File: config.mk
export PLATFORM = sky130hd
export DESIGN_NAME = bcd_serial_addsub
export DESIGN_NICKNAME = d
export VERILOG_FILES = /design/src/rtl/bcd_serial_addsub.sv
export SDC_FILE = /design/constraint.sdc
export NUM_CORES = 1
export LEC_CHECK = 0
export BUFFER_PORTS_ARGS = -buffer_cell sky130_fd_sc_hd__buf_2
export CAP_MARGIN = 20
export CELL_PAD_IN_SITES_DETAIL_PLACEMENT = 1
export CELL_PAD_IN_SITES_GLOBAL_PLACEMENT = 1
export CORE_ASPECT_RATIO = 0.8
export CORE_MARGIN = 10
export CORE_UTILIZATION = 46
export CTS_CLUSTER_DIAMETER = 60
export DETAILED_ROUTE_END_ITERATION = 7
export GPL_TIMING_DRIVEN = 0
export PLACE_DENSITY = 0.82
export SYNTH_ARGS = -nofsm -noshare
export SYNTH_HDL_FRONTEND = slang
export SYNTH_SLANG_ARGS = --single-unit
export TNS_END_PERCENT = 30
File: constraint.sdc
create_clock -name clk -period 6 [get_ports clk]
set_input_delay 1.2 -clock clk [delete_from_list [all_inputs] [get_ports clk]]
set_output_delay 1.2 -clock clk [all_outputs]
set_load 0.1 [all_outputs]
File: src/rtl/bcd_serial_addsub.sv
// Digit-serial packed-BCD adder/subtractor: one digit per clock, LSB first, start/busy/done handshake.
// Define BCD_CHECK_EN to flag operands containing non-BCD digits (err=1, sum=0, cout=0 for that op).
module bcd_serial_addsub #(
  parameter int DIGITS = 3
) (
  input  logic                  clk,
  input  logic                  rst_n,
  input  logic                  start,
  input  logic                  sub,
  input  logic                  cin,
  input  logic [4*DIGITS-1:0]   a,
  input  logic [4*DIGITS-1:0]   b,
  output logic                  busy,
  output logic                  done,
  output logic [4*DIGITS-1:0]   sum,
  output logic                  cout,
  output logic                  err
);

  localparam int W  = 4 * DIGITS;
  localparam int IW = (DIGITS > 1) ? $clog2(DIGITS) : 1;
  localparam logic [IW-1:0] LAST = IW'(DIGITS - 1);

  typedef enum logic [1:0] {IDLE, CALC, DONE} state_t;

  state_t          state, state_nxt;
  logic [W-1:0]    a_q, b_q, acc, acc_nxt;
  logic            sub_q, carry, c_nxt;
  logic [IW-1:0]   idx;
  logic [3:0]      a_dig, b_dig, bd, digit;
  logic [4:0]      t;
  logic            accept, bad_any;

  assign accept = start && (state != CALC);
  assign busy   = (state == CALC);
  assign done   = (state == DONE);

  always_ff @(posedge clk or negedge rst_n) begin
    if (!rst_n) state <= IDLE;
    else        state <= state_nxt;
  end

  always_comb begin
    state_nxt = state;
    case (state)
      IDLE:    if (start) state_nxt = CALC;
      CALC:    if (idx == LAST) state_nxt = DONE;
      DONE:    state_nxt = start ? CALC : IDLE;
      default: state_nxt = IDLE;
    endcase
  end

  // Single digit slice; subtraction adds the 9's complement of b with the carry preloaded to ~borrow.
  always_comb begin
    a_dig = a_q[3:0];
    b_dig = b_q[3:0];
    bd    = sub_q ? (4'd9 - b_dig) : b_dig;
    t     = {1'b0, a_dig} + {1'b0, bd} + {4'b0, carry};
    digit = t[3:0];
    c_nxt = 1'b0;
    if (t > 5'd9) begin
      digit = t[3:0] + 4'd6;
      c_nxt = 1'b1;
    end
    acc_nxt = (acc >> 4) | (W'(digit) << (W - 4));
  end

  always_ff @(posedge clk or negedge rst_n) begin
    if (!rst_n) begin
      a_q   <= '0;
      b_q   <= '0;
      sub_q <= 1'b0;
      carry <= 1'b0;
      idx   <= '0;
      acc   <= '0;
      sum   <= '0;
      cout  <= 1'b0;
    end else if (accept) begin
      a_q   <= a;
      b_q   <= b;
      sub_q <= sub;
      carry <= sub ? ~cin : cin;
      idx   <= '0;
      acc   <= '0;
    end else if (state == CALC) begin
      a_q   <= a_q >> 4;
      b_q   <= b_q >> 4;
      carry <= c_nxt;
      acc   <= acc_nxt;
      idx   <= idx + 1'b1;
      if (idx == LAST) begin
        sum  <= bad_any ? '0 : acc_nxt;
        cout <= c_nxt & ~bad_any;
      end
    end
  end

`ifdef BCD_CHECK_EN
  logic bad_q, err_q;

  // Sticky per-operation flag: any digit above 9 in either operand poisons the result.
  assign bad_any = bad_q | (a_dig > 4'd9) | (b_dig > 4'd9);
  assign err     = err_q;

  always_ff @(posedge clk or negedge rst_n) begin
    if (!rst_n) begin
      bad_q <= 1'b0;
      err_q <= 1'b0;
    end else if (accept) begin
      bad_q <= 1'b0;
    end else if (state == CALC) begin
      bad_q <= bad_any;
      if (idx == LAST) err_q <= bad_any;
    end
  end
`else
  assign bad_any = 1'b0;
  assign err     = 1'b0;
`endif

endmodule

==> results of run 1 <==
## stage by stage
step	cell area, um2	hold slack, ns	std cells	util, %
after floorplan	2464	0.4492	236	-
after global placement	2751	0.4555	340	54.02
after detailed placement	2771	0.4640	341	54.41
after CTS	2861	0.4865	349	56.18
after global routing	2861	0.5220	349	56.18
final	2861	0.4777	349	56.18
## cell usage after synthesis, drive strengths merged (2+ instances only)
cell type	n	share of area [%]
dfrtp	51	52
nand2	36	5.5
o21ai	30	6.1
mux2i	27	11
nor2	15	2.3
inv	10	1.5
mux2	8	3.7
buf	7	2.0
clkbuf	7	1.1
ha	7	3.6
nand3	7	1.4
xnor2	5	1.8
and3	3	0.81
nor3	3	0.61
a21oi	2	0.41
fa	2	1.6
o211ai	2	0.61
## area by class of cell
| type | count | area share [%] |
|---|---|---|
| Sequential cell | 51 | 44.60 |
| Multi-Input combinational cell | 161 | 37.52 |
| Timing Repair Buffer | 43 | 8.045 |
| Tap cell | 62 | 2.711 |
| Buffer | 14 | 2.667 |
| Clock buffer | 6 | 2.536 |
| Inverter | 10 | 1.312 |
| Clock inverter | 2 | 0.6122 |
## routing by layer
| metal | up-vias | GRT usage [%] | part of all wire, % |
|---|---|---|---|
| met2 | 26 | 22.74 | 47 |
| met1 | 888 | 19.19 | 48 |
| met3 | 4 | 3.404 | 4.0 |
| li1 | 899 | - | - |
| met5 | - | 0 | 0 |
| met4 | 0 | 4.604 | 1.0 |
## cell usage in the layout (no fill, tap or decap), drive strengths merged, types with 5 or more instances in the layout
| cell | n |
|---|---|
| buf | 50 |
| clkbuf | 13 |
| dfrtp | 51 |
| ha | 7 |
| inv | 10 |
| mux2 | 8 |
| mux2i | 27 |
| nand2 | 36 |
| nand3 | 7 |
| nor2 | 15 |
| o21ai | 30 |
| xnor2 | 5 |
## final timing paths
kind / from / to / cells after the start
max in group asynchronous: rst_n / b_q[6]$_DFFE_PN0P_ / 2
min in group asynchronous: rst_n / sum[9]$_DFFE_PN0P_ / 1
max reg2reg: sub_q$_DFFE_PN0P_ / sum[9]$_DFFE_PN0P_ / 10
min reg2reg: sum[8]$_DFFE_PN0P_ / sum[8]$_DFFE_PN0P_ / 2
min: sum[8]$_DFFE_PN0P_ / sum[8]$_DFFE_PN0P_ / 2
max: sub_q$_DFFE_PN0P_ / sum[9]$_DFFE_PN0P_ / 10
## critical path: cells and delay by family (launching register included)
family	cells	cell delay, ns
AND/OR/NAND/NOR	3	0.90
adder cells (fa/ha/maj)	3	0.87
flip-flops	1	0.45
AO/OA/AOI/OAI	1	0.25
buffers and inverters	1	0.05
XOR/XNOR	2	0.77
## state kept, by name, indices dropped and copies added (netlist names)
signal,cells
idx,2
a_q,12
cout,1
sum,12
state,2
acc,8
sub_q,1
b_q,12
carry,1
## cell families (layout without fill, tap and decap cells)
kind of cell,after synthesis,in the layout,synth area share [%]
xor gates and xnor gates,5,5,1.777
and+or+nand+nor,69,69,12.09
AOI/OAI and AO/OA,42,42,9.752
buffers and inverters,24,75,4.622
muxes,35,35,14.63
DFF,51,51,51.80
adders and majority gates,9,9,5.180
other,1,1,0.1522
==> flow_summary.html, run 1 <==
<table>
<tr><th>Metric</th><th>Value</th></tr>
<tr><th colspan="2">Worst hold path</th></tr>
<tr><td>Worst min path class</td><td>register to register</td></tr>
<tr><th colspan="2">Synthesis</th></tr>
<tr><td>Seq/Total Area, Yosys</td><td>between 50 and 60%</td></tr>
<tr><td>Count of yosys warnings during synthesis</td><td>0</td></tr>
<tr><td>Number of library cell types mapped by synthesis</td><td>35</td></tr>
<tr><td>Top FF cell, synth</td><td>dfrtp_1</td></tr>
<tr><td>Number of flops mapped to enable cells by yosys</td><td>0</td></tr>
<tr><td>Instance count of the mapped netlist</td><td>roughly 240</td></tr>
<tr><td>Total of flip-flops plus latches after synthesis</td><td>51</td></tr>
<tr><td>Syn_nets</td><td>between 200 and 300</td></tr>
<tr><td>Synth async-reset ratio</td><td>100.0%</td></tr>
<tr><td>Post-Syn Area per Cell</td><td>10.44 um2</td></tr>
<tr><td>Syn Std Cell Area</td><td>2464 um2</td></tr>
<tr><th colspan="2">Timing</th></tr>
<tr><td>Relative slew slack</td><td>roughly three fifths</td></tr>
<tr><td>Final setup skew</td><td>0.004726 ns</td></tr>
<tr><td>Final count of negative-setup-slack endpoints</td><td>0</td></tr>
<tr><td>Post-route minimum period</td><td>roughly 3.4 ns</td></tr>
<tr><td>Count of pins over their slew limit</td><td>0</td></tr>
<tr><td>Unrepaired setup endpoints after global routing</td><td>no</td></tr>
<tr><td>Actual slew at the worst max-slew pin</td><td>about 0.58 ns</td></tr>
<tr><td>Highest achievable clock rate</td><td>0.2965 GHz</td></tr>
<tr><td>Number of endpoints with negative hold slack in the final report</td><td>0</td></tr>
<tr><td>Final Cycle Share</td><td>between 50 and 60%</td></tr>
<tr><td>Final Worst Setup Slack</td><td>approximately 2.6 ns</td></tr>
<tr><td>Accumulated negative setup slack</td><td>0 ns</td></tr>
<tr><th colspan="2">Worst setup path</th></tr>
<tr><td>Critical path fanouts, max</td><td>6</td></tr>
<tr><td>Max stage delay cell, worst path</td><td>or4_1</td></tr>
<tr><td>Crit Path Category</td><td>register to register</td></tr>
<tr><td>Data arrival time at the worst-slack endpoint</td><td>about 3.6 ns</td></tr>
<tr><td>Worst endpoint required time</td><td>approximately 6.2 ns</td></tr>
<tr><td>Launching element type of the critical path</td><td>register</td></tr>
<tr><td>Delay of the slowest cell on the worst path</td><td>0.52 ns</td></tr>
<tr><td>FF-to-FF setup slack</td><td>2.63 ns</td></tr>
<tr><td>Series of cell instances along the critical path</td><td>xnor2_1, fa_1, inv_1, fa_1, xnor2_1, ha_1, or2b_2, a22o_1, or4_1, nand3_1</td></tr>
<tr><td>Kind of end point of the critical path</td><td>register</td></tr>
<tr><th colspan="2">Clocking</th></tr>
<tr><td>Max clock buf depth</td><td>2</td></tr>
<tr><td>Clock Root Buffer</td><td>clkbuf_8</td></tr>
<tr><td>Num Clock Sinks</td><td>51</td></tr>
<tr><td>Worst-Skew Late Latency</td><td>0.30 ns</td></tr>
<tr><td>Hold-fix buffers, CTS</td><td>0</td></tr>
<tr><td>Number of post-CTS setup repair buffers</td><td>0</td></tr>
<tr><td>CTS tree</td><td>done</td></tr>
<tr><td>Cells resized by post-CTS repair</td><td>0</td></tr>
<tr><td>Clock-pin slew of the registers on the worst-case setup and hold paths</td><td>approximately 0.10 ns</td></tr>
<tr><td>Number of levels in the clock H-tree</td><td>2</td></tr>
<tr><td>Inserted Clock Buffers</td><td>5</td></tr>
<tr><th colspan="2">Outcome</th></tr>
<tr><td>Status</td><td>complete, no violations</td></tr>
<tr><th colspan="2">Floorplan</th></tr>
<tr><td>Die span in y</td><td>~85 um</td></tr>
<tr><td>Row count</td><td>23</td></tr>
<tr><td>Starting Density</td><td>just under 50%</td></tr>
<tr><td>Floorplan die area</td><td>between 8000 and 9000 um2</td></tr>
<tr><td>Number of top-level pins</td><td>45</td></tr>
<tr><td>Standard cell core area</td><td>about 5000 um2</td></tr>
<tr><td>Die W</td><td>a little over 100 um</td></tr>
<tr><th colspan="2">Placed design</th></tr>
<tr><td>Worst-case setup slack after placement</td><td>2.742 ns</td></tr>
<tr><td>Port Buf Inserts</td><td>42</td></tr>
<tr><td>HPWL after DPL</td><td>4.445 mm</td></tr>
<tr><td>Last weighted congestion value of the routability-driven placer</td><td>0.8092</td></tr>
<tr><th colspan="2">Global route</th></tr>
<tr><td>Residual overflow from global routing</td><td>0</td></tr>
<tr><td>Pin count of the biggest net entering global routing</td><td>35</td></tr>
<tr><td>Overall track demand over capacity in global routing</td><td>~14%</td></tr>
<tr><td>Global-route wire length before repair</td><td>slightly above 10 mm</td></tr>
<tr><td>Antenna violations before repair</td><td>0</td></tr>
<tr><td>Vias in the first global route</td><td>between 2000 and 2500</td></tr>
<tr><th colspan="2">Routing</th></tr>
<tr><td>Number of DRC markers in iteration 0</td><td>47</td></tr>
<tr><td># DRC</td><td>0</td></tr>
<tr><td>Count of vias placed by the detailed router</td><td>approximately 1800</td></tr>
<tr><td>Post-detailed-route count of antenna-violating nets</td><td>0</td></tr>
<tr><td>WL final</td><td>between 5 and 6 mm</td></tr>
<tr><td>Avg Vias per Cell</td><td>about 5.2</td></tr>
<tr><td>Average routed wire per standard cell</td><td>16.94 um</td></tr>
<tr><td>Number of detailed-route iterations in the first pass</td><td>4</td></tr>
<tr><th colspan="2">Finish</th></tr>
<tr><td>N_diodes</td><td>0</td></tr>
<tr><td>Proportion of layout cells with a drive suffix above 1</td><td>between 20% and 30%</td></tr>
<tr><td>Area of the multi-input gates</td><td>between 1000 and 1500 um2</td></tr>
<tr><td>Filler cell count in the final layout</td><td>roughly 600</td></tr>
<tr><td># nets final</td><td>roughly 320</td></tr>
<tr><td>Layout area overhead</td><td>16.15%</td></tr>
<tr><td>Flip-flop and latch area</td><td>about 1300 um2</td></tr>
<tr><th colspan="2">Flow run</th></tr>
<tr><td>Max Cap Violations</td><td>0</td></tr>
</table>
Power of run 1 is not shown: default switching activity piles up to over one toggle a cycle in this logic, so the estimate is an artifact.
==> run 2, diff against run 1 <==
ABC_AREA = 1   (was unset)
CORE_UTILIZATION = 37   (was 46)
PLACE_DENSITY = 0.72   (was 0.82)
clock period = 2.91 ns   (was 6 ns; I/O delays follow)
==> run 2 against run 1 <==
Die area up 16%; highest routed layer unchanged; register-to-register slack worse by 2.4 ns; count of clock-buffer cells in the layout did not move; sequential share of layout area rose by 0.18 points; first-iteration DRC count rose by 38%; critical endpoint is now acc[10]$_DFFE_PN0P_; utilization fell by 11 points; global-route usage is 2.0 points lower; worst setup slack got worse by 2.4 ns; via count up 3.2%; area after synthesis decreased by 2.9%.
==> flow_summary.html, run 2 <==
<table>
<tr><th>Metric</th><th>Value</th></tr>
<tr><th colspan="2">Global route</th></tr>
<tr><td>Antenna violations before repair</td><td>0 (unchanged)</td></tr>
<tr><td>Global-route wire length before repair</td><td>9.970 mm (was 10.08 mm)</td></tr>
<tr><td>Vias in the first global route</td><td>2033 (was 2026)</td></tr>
<tr><td>Global routing usage on met1</td><td>15.82% (was 19.19%)</td></tr>
<tr><td>Overall track demand over capacity in global routing</td><td>12.45% (was 14.47%)</td></tr>
<tr><td>Met2 track demand over resource in global routing</td><td>19.77% (was 22.74%)</td></tr>
<tr><td>GRT Max-Usage Layer</td><td>met2 (unchanged)</td></tr>
<tr><td>Pin count of the biggest net entering global routing</td><td>39 (was 35)</td></tr>
<tr><td>Residual overflow from global routing</td><td>0 (unchanged)</td></tr>
<tr><td>Met3 track demand over resource</td><td>4.056% (was 3.404%)</td></tr>
<tr><th colspan="2">Finish</th></tr>
<tr><td>Most common cell after layout, fill and taps aside</td><td>nand2_1 (was dfrtp_1)</td></tr>
<tr><td># nets final</td><td>345 (was 324)</td></tr>
<tr><td>Layout area overhead</td><td>19.14% (was 16.15%)</td></tr>
<tr><td>Proportion of layout cells with a drive suffix above 1</td><td>23.78% (was 24.74%)</td></tr>
<tr><td>Registers with the highest flip-flop counts</td><td>a_q (12), b_q (12), sum (12) (unchanged)</td></tr>
<tr><td>N_diodes</td><td>0 (unchanged)</td></tr>
<tr><td>Most frequent cells in the layout</td><td>nand2_1, dfrtp_1, buf_2, inv_1 (was dfrtp_1, buf_2, nand2_1, o21ai_0, mux2i_1)</td></tr>
<tr><th colspan="2">Worst hold path</th></tr>
<tr><td>Worst min path class</td><td>primary input to async pin (was register to register)</td></tr>
<tr><th colspan="2">Timing</th></tr>
<tr><td>Actual slew at the worst max-slew pin</td><td>0.5977 ns (was 0.5788 ns)</td></tr>
<tr><td>Final setup skew</td><td>0.008171 ns (was 0.004726 ns)</td></tr>
<tr><td>Post-route minimum period</td><td>2.663 ns (was 3.372 ns)</td></tr>
<tr><td>Unrepaired setup endpoints after global routing</td><td>no (unchanged)</td></tr>
<tr><td>Final count of negative-setup-slack endpoints</td><td>0 (unchanged)</td></tr>
<tr><td>Final Cycle Share</td><td>91.51% (was 56.21%)</td></tr>
<tr><td>Accumulated negative setup slack</td><td>0 ns (unchanged)</td></tr>
<tr><td>Number of endpoints with negative hold slack in the final report</td><td>0 (unchanged)</td></tr>
<tr><td>Count of pins over their slew limit</td><td>0 (unchanged)</td></tr>
<tr><td>Relative slew slack</td><td>60.15% (was 61.14%)</td></tr>
<tr><td>Highest achievable clock rate</td><td>0.3755 GHz (was 0.2965 GHz)</td></tr>
<tr><th colspan="2">Flow run</th></tr>
<tr><td>Max Cap Violations</td><td>0 (unchanged)</td></tr>
<tr><th colspan="2">Clocking</th></tr>
<tr><td>Num Clock Sinks</td><td>51 (unchanged)</td></tr>
<tr><td>Max clock buf depth</td><td>2 (unchanged)</td></tr>
<tr><td>Hold-fix buffers, CTS</td><td>0 (unchanged)</td></tr>
<tr><td>Number of levels in the clock H-tree</td><td>2 (unchanged)</td></tr>
<tr><td>Inserted Clock Buffers</td><td>5 (unchanged)</td></tr>
<tr><td>Clock-pin slew of the registers on the worst-case setup and hold paths</td><td>0.10 ns (about the same)</td></tr>
<tr><td>Number of post-CTS setup repair buffers</td><td>0 (unchanged)</td></tr>
<tr><td>Clock Root Buffer</td><td>clkbuf_8 (unchanged)</td></tr>
<tr><td>CTS tree</td><td>done (unchanged)</td></tr>
<tr><td>Worst-Skew Late Latency</td><td>0.31 ns (was 0.30 ns)</td></tr>
<tr><td>Cells resized by post-CTS repair</td><td>0 (unchanged)</td></tr>
<tr><th colspan="2">Synthesis</th></tr>
<tr><td>Post-Syn Area per Cell</td><td>9.418 um2 (was 10.44 um2)</td></tr>
<tr><td>Commonest cells post-synth</td><td>nand2_1, dfrtp_1, inv_1, nand3_1, o21ai_0 (was dfrtp_1, nand2_1, o21ai_0, mux2i_1, nor2_1)</td></tr>
<tr><td>Most frequent cell after synthesis</td><td>nand2_1 (was dfrtp_1)</td></tr>
<tr><td>Main area contributors after synthesis</td><td>dfrtp_1, nand2_1, inv_1 (was dfrtp_1, mux2i_1, o21ai_0)</td></tr>
<tr><td>Syn Std Cell Area</td><td>2392 um2 (was 2464 um2)</td></tr>
<tr><td>Syn_nets</td><td>292 (was 274)</td></tr>
<tr><td>Synth async-reset ratio</td><td>100.0% (unchanged)</td></tr>
<tr><td>Count of yosys warnings during synthesis</td><td>0 (unchanged)</td></tr>
<tr><td>Seq/Total Area, Yosys</td><td>53.35% (was 51.80%)</td></tr>
<tr><td>Top FF cell, synth</td><td>dfrtp_1 (unchanged)</td></tr>
<tr><td>Number of library cell types mapped by synthesis</td><td>28 (was 35)</td></tr>
<tr><td>Number of flops mapped to enable cells by yosys</td><td>0 (unchanged)</td></tr>
<tr><td>Total of flip-flops plus latches after synthesis</td><td>51 (unchanged)</td></tr>
<tr><td>Cell type with the highest aggregate area in the netlist</td><td>dfrtp_1 (unchanged)</td></tr>
<tr><td>Fraction of post-synthesis cell area in the top cell type by area</td><td>53.35% (was 51.80%)</td></tr>
<tr><td>Instance count of the mapped netlist</td><td>254 (was 236)</td></tr>
<tr><th colspan="2">Routing</th></tr>
<tr><td>WL final</td><td>5.990 mm (was 5.912 mm)</td></tr>
<tr><td>Post-detailed-route count of antenna-violating nets</td><td>0 (unchanged)</td></tr>
<tr><td>Number of detailed-route iterations in the first pass</td><td>4 (unchanged)</td></tr>
<tr><td># DRC</td><td>0 (unchanged)</td></tr>
<tr><td>Avg Vias per Cell</td><td>4.795 (was 5.206)</td></tr>
<tr><td>Average routed wire per standard cell</td><td>15.32 um (was 16.94 um)</td></tr>
<tr><td>Number of DRC markers in iteration 0</td><td>65 (was 47)</td></tr>
<tr><td>Count of vias placed by the detailed router</td><td>1875 (was 1817)</td></tr>
<tr><th colspan="2">Worst setup path</th></tr>
<tr><td>Logic depth of the worst register-to-register path</td><td>19 (was 10)</td></tr>
<tr><td>Kind of end point of the critical path</td><td>register (unchanged)</td></tr>
<tr><td>Data arrival time at the worst-slack endpoint</td><td>2.86 ns (was 3.62 ns)</td></tr>
<tr><td>Critical path launch point</td><td>b_q[1]$_DFFE_PN0P_ (was sub_q$_DFFE_PN0P_)</td></tr>
<tr><td>Critical path fanouts, max</td><td>4 (was 6)</td></tr>
<tr><td>Worst endpoint required time</td><td>3.11 ns (was 6.24 ns)</td></tr>
<tr><td>Startpoint of the worst-slack reg-to-reg timing path</td><td>b_q[1]$_DFFE_PN0P_ (was sub_q$_DFFE_PN0P_)</td></tr>
<tr><td>Crit Path Category</td><td>register to register (unchanged)</td></tr>
<tr><td>Reg-to-reg endpoint</td><td>acc[10]$_DFFE_PN0P_ (was sum[9]$_DFFE_PN0P_)</td></tr>
<tr><td>Launching element type of the critical path</td><td>register (unchanged)</td></tr>
<tr><td>FF-to-FF setup slack</td><td>0.25 ns (was 2.63 ns)</td></tr>
<tr><th colspan="2">Floorplan</th></tr>
<tr><td>Row count</td><td>26 (was 23)</td></tr>
<tr><td>Starting Density</td><td>37.71% (was 48.37%)</td></tr>
<tr><td>Number of top-level pins</td><td>45 (unchanged)</td></tr>
<tr><td>Standard cell core area</td><td>6344 um2 (was 5094 um2)</td></tr>
<tr><td>Die W</td><td>109.9 um (was 101.8 um)</td></tr>
<tr><td>Die span in y</td><td>91.92 um (was 85.46 um)</td></tr>
<tr><td>Floorplan die area</td><td>10100 um2 (was 8701 um2)</td></tr>
<tr><th colspan="2">Placed design</th></tr>
<tr><td>HPWL after DPL</td><td>4.566 mm (was 4.445 mm)</td></tr>
<tr><td>Port Buf Inserts</td><td>43 (was 42)</td></tr>
<tr><td>Last weighted congestion value of the routability-driven placer</td><td>0.7868 (was 0.8092)</td></tr>
<tr><th colspan="2">Outcome</th></tr>
<tr><td>Status</td><td>complete, no violations (unchanged)</td></tr>
</table>
==> run 2: changes by cell type in the layout (fill, tap and decap cells not counted), moves of 6 or more <==
cell      before  now
o21ai_1        0    6
mux2_2         8    0
mux2i_1       27    0
inv_1          9   37
nand3_1        7   14
o21ai_0       30   14
nor2_1        15    2
nand2_1       36   68
o221ai_1       0    6
==> run 2: area by class of cell <==
cell class | instances | area, um2
fillers | 775 | 3493
flip-flops and latches | 51 | 1276
multi-input cells | 153 | 892.1
repair buffers | 46 | 250.2
inverters | 40 | 150.1
well taps | 84 | 105.1
plain buffers | 10 | 73.82
clock buffers | 6 | 72.57
clock inverters | 1 | 30.03
==> run 2: routing by layer <==
metal / share of wire [%] / vias up
met3: 4.7 / 2
met1: 47 / 927
met4: 0.48 / 0
li1: - / 922
met2: 47 / 24
met5: 0 / -
==> run 2: worst max-delay path by stage <==
| stage | end | cells after the start |
|---|---|---|
| after floorplan | sum[9]$_DFFE_PN0P_ | 15 |
| after global placement | sum[9]$_DFFE_PN0P_ | 15 |
| after detailed placement | sum[10]$_DFFE_PN0P_ | 19 |
| after CTS | sum[10]$_DFFE_PN0P_ | 19 |
| after global routing | sum[9]$_DFFE_PN0P_ | 19 |
| final | acc[10]$_DFFE_PN0P_ | 19 |
==> run 2: logic make-up after synthesis <==
logic type,synth area share [%]
AOI/OAI and AO/OA,13.55
xor gates and xnor gates,1.099
adders and majority gates,5.335
buffers and inverters,9.362
DFF,53.35
muxes,0.6274
other,0.1568
and+or+nand+nor,16.53
==> run 2: worst max-delay path, cell delays in order, from the launching register on <==
cell,delay [ns]
dfrtp_1,0.43
inv_1,0.10
ha_1,0.30
nand2_1,0.07
o21ai_0,0.12
ha_1,0.37
inv_1,0.06
nand2_1,0.08
nand2_1,0.06
inv_1,0.10
ha_1,0.15
inv_1,0.03
o21ai_0,0.16
nand2_1,0.08
inv_1,0.08
nand2_2,0.08
nand2_2,0.08
nand2_1,0.08
nand3_1,0.08
nand2_1,0.05
==> run 2: metrics by stage <==
stage               util, %  hold WS [ns]  std cells  area, um2  setup slack (ns)
floorplan                 -        0.2864        254       2392            0.5804
global placement      42.76        0.4611        381       2713            0.3793
detailed placement    43.08        0.4646        382       2733            0.2819
CTS                   44.69        0.1571        389       2835            0.2446
global route          44.93        0.1747        391       2850           0.01817
finish                44.93        0.1589        391       2850            0.2470
Power of run 2 is left out for the same reason.
==> run 3, diff against run 2 <==
RECOVER_POWER = 50   (was unset)
==> run 3 against run 2 <==
Wire length decreased by 0.12%; non-clock buffer count unchanged; utilization decreased by 0.73 points; clock skew about the same; largest cell class unchanged; register-to-register slack about the same; count of clock-buffer cells in the layout unchanged; via count decreased by 0.43%; cell count unchanged; first-iteration DRC count decreased by 15%; critical path depth unchanged; flip-flop and latch count unchanged; worst hold slack improved by 0.13 ns.
==> flow_summary.html, run 3 (synthesized netlist as in run 2, its figures left out) <==
<table>
<tr><th>Metric</th><th>Value</th></tr>
<tr><th colspan="2">Timing</th></tr>
<tr><td>Final count of negative-setup-slack endpoints</td><td>0 (unchanged)</td></tr>
<tr><td>Post-route minimum period</td><td>2.666 ns (was 2.663 ns)</td></tr>
<tr><td>Relative slew slack</td><td>35.76% (was 60.15%)</td></tr>
<tr><td>Unrepaired setup endpoints after global routing</td><td>no (unchanged)</td></tr>
<tr><td>Actual slew at the worst max-slew pin</td><td>0.9636 ns (was 0.5977 ns)</td></tr>
<tr><td>Number of endpoints with negative hold slack in the final report</td><td>0 (unchanged)</td></tr>
<tr><td>Highest achievable clock rate</td><td>0.3750 GHz (was 0.3755 GHz)</td></tr>
<tr><td>Final Cycle Share</td><td>91.63% (was 91.51%)</td></tr>
<tr><td>Final setup skew</td><td>0.008456 ns (was 0.008171 ns)</td></tr>
<tr><td>Count of pins over their slew limit</td><td>0 (unchanged)</td></tr>
<tr><td>Worst Hold Slack</td><td>0.2905 ns (was 0.1589 ns)</td></tr>
<tr><td>Accumulated negative setup slack</td><td>0 ns (unchanged)</td></tr>
<tr><th colspan="2">Global route</th></tr>
<tr><td>Residual overflow from global routing</td><td>0 (unchanged)</td></tr>
<tr><td>Antenna violations before repair</td><td>0 (unchanged)</td></tr>
<tr><td>Overall track demand over capacity in global routing</td><td>12.45% (unchanged)</td></tr>
<tr><td>Global-route wire length before repair</td><td>9.970 mm (unchanged)</td></tr>
<tr><td>Pin count of the biggest net entering global routing</td><td>39 (unchanged)</td></tr>
<tr><td>Vias in the first global route</td><td>2033 (unchanged)</td></tr>
<tr><th colspan="2">Finish</th></tr>
<tr><td># nets final</td><td>345 (unchanged)</td></tr>
<tr><td>Area of the multi-input gates</td><td>870.8 um2 (was 892.1 um2)</td></tr>
<tr><td>Filler cell count in the final layout</td><td>784 (was 775)</td></tr>
<tr><td>Registers with the highest flip-flop counts</td><td>a_q (12), b_q (12), sum (12) (unchanged)</td></tr>
<tr><td>Proportion of layout cells with a drive suffix above 1</td><td>21.82% (was 23.78%)</td></tr>
<tr><td>N_diodes</td><td>0 (unchanged)</td></tr>
<tr><td>Flip-flop and latch area</td><td>1276 um2 (unchanged)</td></tr>
<tr><td>Layout area overhead</td><td>17.21% (was 19.14%)</td></tr>
<tr><td>Final standard cell utilization of the core</td><td>44.20% (was 44.93%)</td></tr>
<tr><td>Most frequent cells in the layout</td><td>nand2_1, dfrtp_1, buf_2, inv_1, o21ai_0 (was nand2_1, dfrtp_1, buf_2, inv_1)</td></tr>
<tr><td>Most common cell after layout, fill and taps aside</td><td>nand2_1 (unchanged)</td></tr>
<tr><th colspan="2">Outcome</th></tr>
<tr><td>Status</td><td>complete, no violations (unchanged)</td></tr>
<tr><th colspan="2">Floorplan</th></tr>
<tr><td>Starting Density</td><td>37.71% (unchanged)</td></tr>
<tr><td>Number of top-level pins</td><td>45 (unchanged)</td></tr>
<tr><td>Standard cell core area</td><td>6344 um2 (unchanged)</td></tr>
<tr><td>Row count</td><td>26 (unchanged)</td></tr>
<tr><td>Floorplan die area</td><td>10100 um2 (unchanged)</td></tr>
<tr><td>Die W</td><td>109.9 um (unchanged)</td></tr>
<tr><td>Die span in y</td><td>91.92 um (unchanged)</td></tr>
<tr><th colspan="2">Routing</th></tr>
<tr><td>WL final</td><td>5.983 mm (was 5.990 mm)</td></tr>
<tr><td>Post-detailed-route count of antenna-violating nets</td><td>0 (unchanged)</td></tr>
<tr><td># DRC</td><td>0 (unchanged)</td></tr>
<tr><td>Count of vias placed by the detailed router</td><td>1867 (was 1875)</td></tr>
<tr><td>Number of detailed-route iterations in the first pass</td><td>4 (unchanged)</td></tr>
<tr><td>Average routed wire per standard cell</td><td>15.30 um (was 15.32 um)</td></tr>
<tr><td>Number of DRC markers in iteration 0</td><td>55 (was 65)</td></tr>
<tr><td>Avg Vias per Cell</td><td>4.775 (was 4.795)</td></tr>
<tr><th colspan="2">Clocking</th></tr>
<tr><td>Inserted Clock Buffers</td><td>5 (unchanged)</td></tr>
<tr><td>Max clock buf depth</td><td>2 (unchanged)</td></tr>
<tr><td>Clock Root Buffer</td><td>clkbuf_8 (unchanged)</td></tr>
<tr><td>Cells resized by post-CTS repair</td><td>0 (unchanged)</td></tr>
<tr><td>Clock-pin slew of the registers on the worst-case setup and hold paths</td><td>0.10 ns (about the same)</td></tr>
<tr><td>Number of levels in the clock H-tree</td><td>2 (unchanged)</td></tr>
<tr><td>Worst-Skew Late Latency</td><td>0.31 ns (about the same)</td></tr>
<tr><td>CTS tree</td><td>done (unchanged)</td></tr>
<tr><td>Num Clock Sinks</td><td>51 (unchanged)</td></tr>
<tr><th colspan="2">Flow run</th></tr>
<tr><td>Max Cap Violations</td><td>0 (unchanged)</td></tr>
<tr><th colspan="2">Worst setup path</th></tr>
<tr><td>Kind of end point of the critical path</td><td>register (unchanged)</td></tr>
<tr><td>Logic depth of the worst register-to-register path</td><td>19 (unchanged)</td></tr>
<tr><td>Worst endpoint required time</td><td>3.11 ns (about the same)</td></tr>
<tr><td>Data arrival time at the worst-slack endpoint</td><td>2.87 ns (was 2.86 ns)</td></tr>
<tr><td>FF-to-FF setup slack</td><td>0.24 ns (was 0.25 ns)</td></tr>
<tr><td>Startpoint of the worst-slack reg-to-reg timing path</td><td>b_q[1]$_DFFE_PN0P_ (unchanged)</td></tr>
<tr><td>Launching element type of the critical path</td><td>register (unchanged)</td></tr>
<tr><td>Crit Path Category</td><td>register to register (unchanged)</td></tr>
<tr><td>Reg-to-reg endpoint</td><td>acc[10]$_DFFE_PN0P_ (unchanged)</td></tr>
<tr><td>Critical path fanouts, max</td><td>4 (unchanged)</td></tr>
<tr><th colspan="2">Placed design</th></tr>
<tr><td>Last weighted congestion value of the routability-driven placer</td><td>0.7868 (unchanged)</td></tr>
<tr><td>Port Buf Inserts</td><td>43 (unchanged)</td></tr>
<tr><td>HPWL after DPL</td><td>4.566 mm (unchanged)</td></tr>
<tr><th colspan="2">Worst hold path</th></tr>
<tr><td>Worst min path class</td><td>primary input to async pin (unchanged)</td></tr>
</table>
==> run 3: cell count changes in the layout (fill, tap and decap cells not counted), moves of 2 or more <==
cell,change
clkbuf_1,+3
buf_2,-2
nand2_1,+2
nand2_2,-2
==> run 3: layer usage <==
layer  part of all wire [%]  GRT usage (%)  vias to the layer above
met3                    4.7          4.056                        2
met1                     48          15.82                      922
met2                     47          19.77                       24
met5                      0              0                        -
li1                       -              -                      919
met4                   0.48          3.355                        0
==> run 3: layout make-up <==
type	count	area share [%]
well taps	84	3.748
clock inverters	1	1.071
multi-input cells	153	31.06
clock buffers	6	2.588
inverters	40	5.355
flip-flops and latches	51	45.52
plain buffers	10	2.320
repair buffers	46	8.344
==> run 3: worst max-delay path, cell delays in order (launching register included) <==
cell,delay [ns]
dfrtp_1,0.43
inv_1,0.10
ha_1,0.30
nand2_1,0.07
o21ai_0,0.12
ha_1,0.37
inv_1,0.06
nand2_1,0.08
nand2_1,0.06
inv_1,0.10
ha_1,0.15
inv_1,0.03
o21ai_0,0.16
nand2_1,0.08
inv_1,0.08
nand2_2,0.08
nand2_2,0.08
nand2_1,0.08
nand3_1,0.08
nand2_1,0.06
==> run 3: per-stage QoR <==
step	std cells	cell area, um2	setup slack [ns]
global route	391	2804	0.01781
CTS	389	2835	0.2446
detailed placement	382	2733	0.2819
global placement	381	2713	0.3793
finish	391	2804	0.2436
floorplan	254	2392	0.5804
==> run 3: repair_timing <==
item                       CTS  global route
setup endpoints to repair    0             3
hold buffers                 0             0
buffers inserted             0             2
==> run 3: worst max path at each step <==
| stage | startpoint | end | slack, ns |
|---|---|---|---|
| floorplan | sub_q$_DFFE_PN0P_ | sum[9]$_DFFE_PN0P_ | 0.58 |
| global placement | sub_q$_DFFE_PN0P_ | sum[9]$_DFFE_PN0P_ | 0.38 |
| detailed placement | b_q[1]$_DFFE_PN0P_ | sum[10]$_DFFE_PN0P_ | 0.28 |
| CTS | b_q[1]$_DFFE_PN0P_ | sum[10]$_DFFE_PN0P_ | 0.24 |
| global route | b_q[1]$_DFFE_PN0P_ | acc[10]$_DFFE_PN0P_ | 0.02 |
| finish | b_q[1]$_DFFE_PN0P_ | acc[10]$_DFFE_PN0P_ | 0.24 |
Power of run 3 is left out for the same reason.
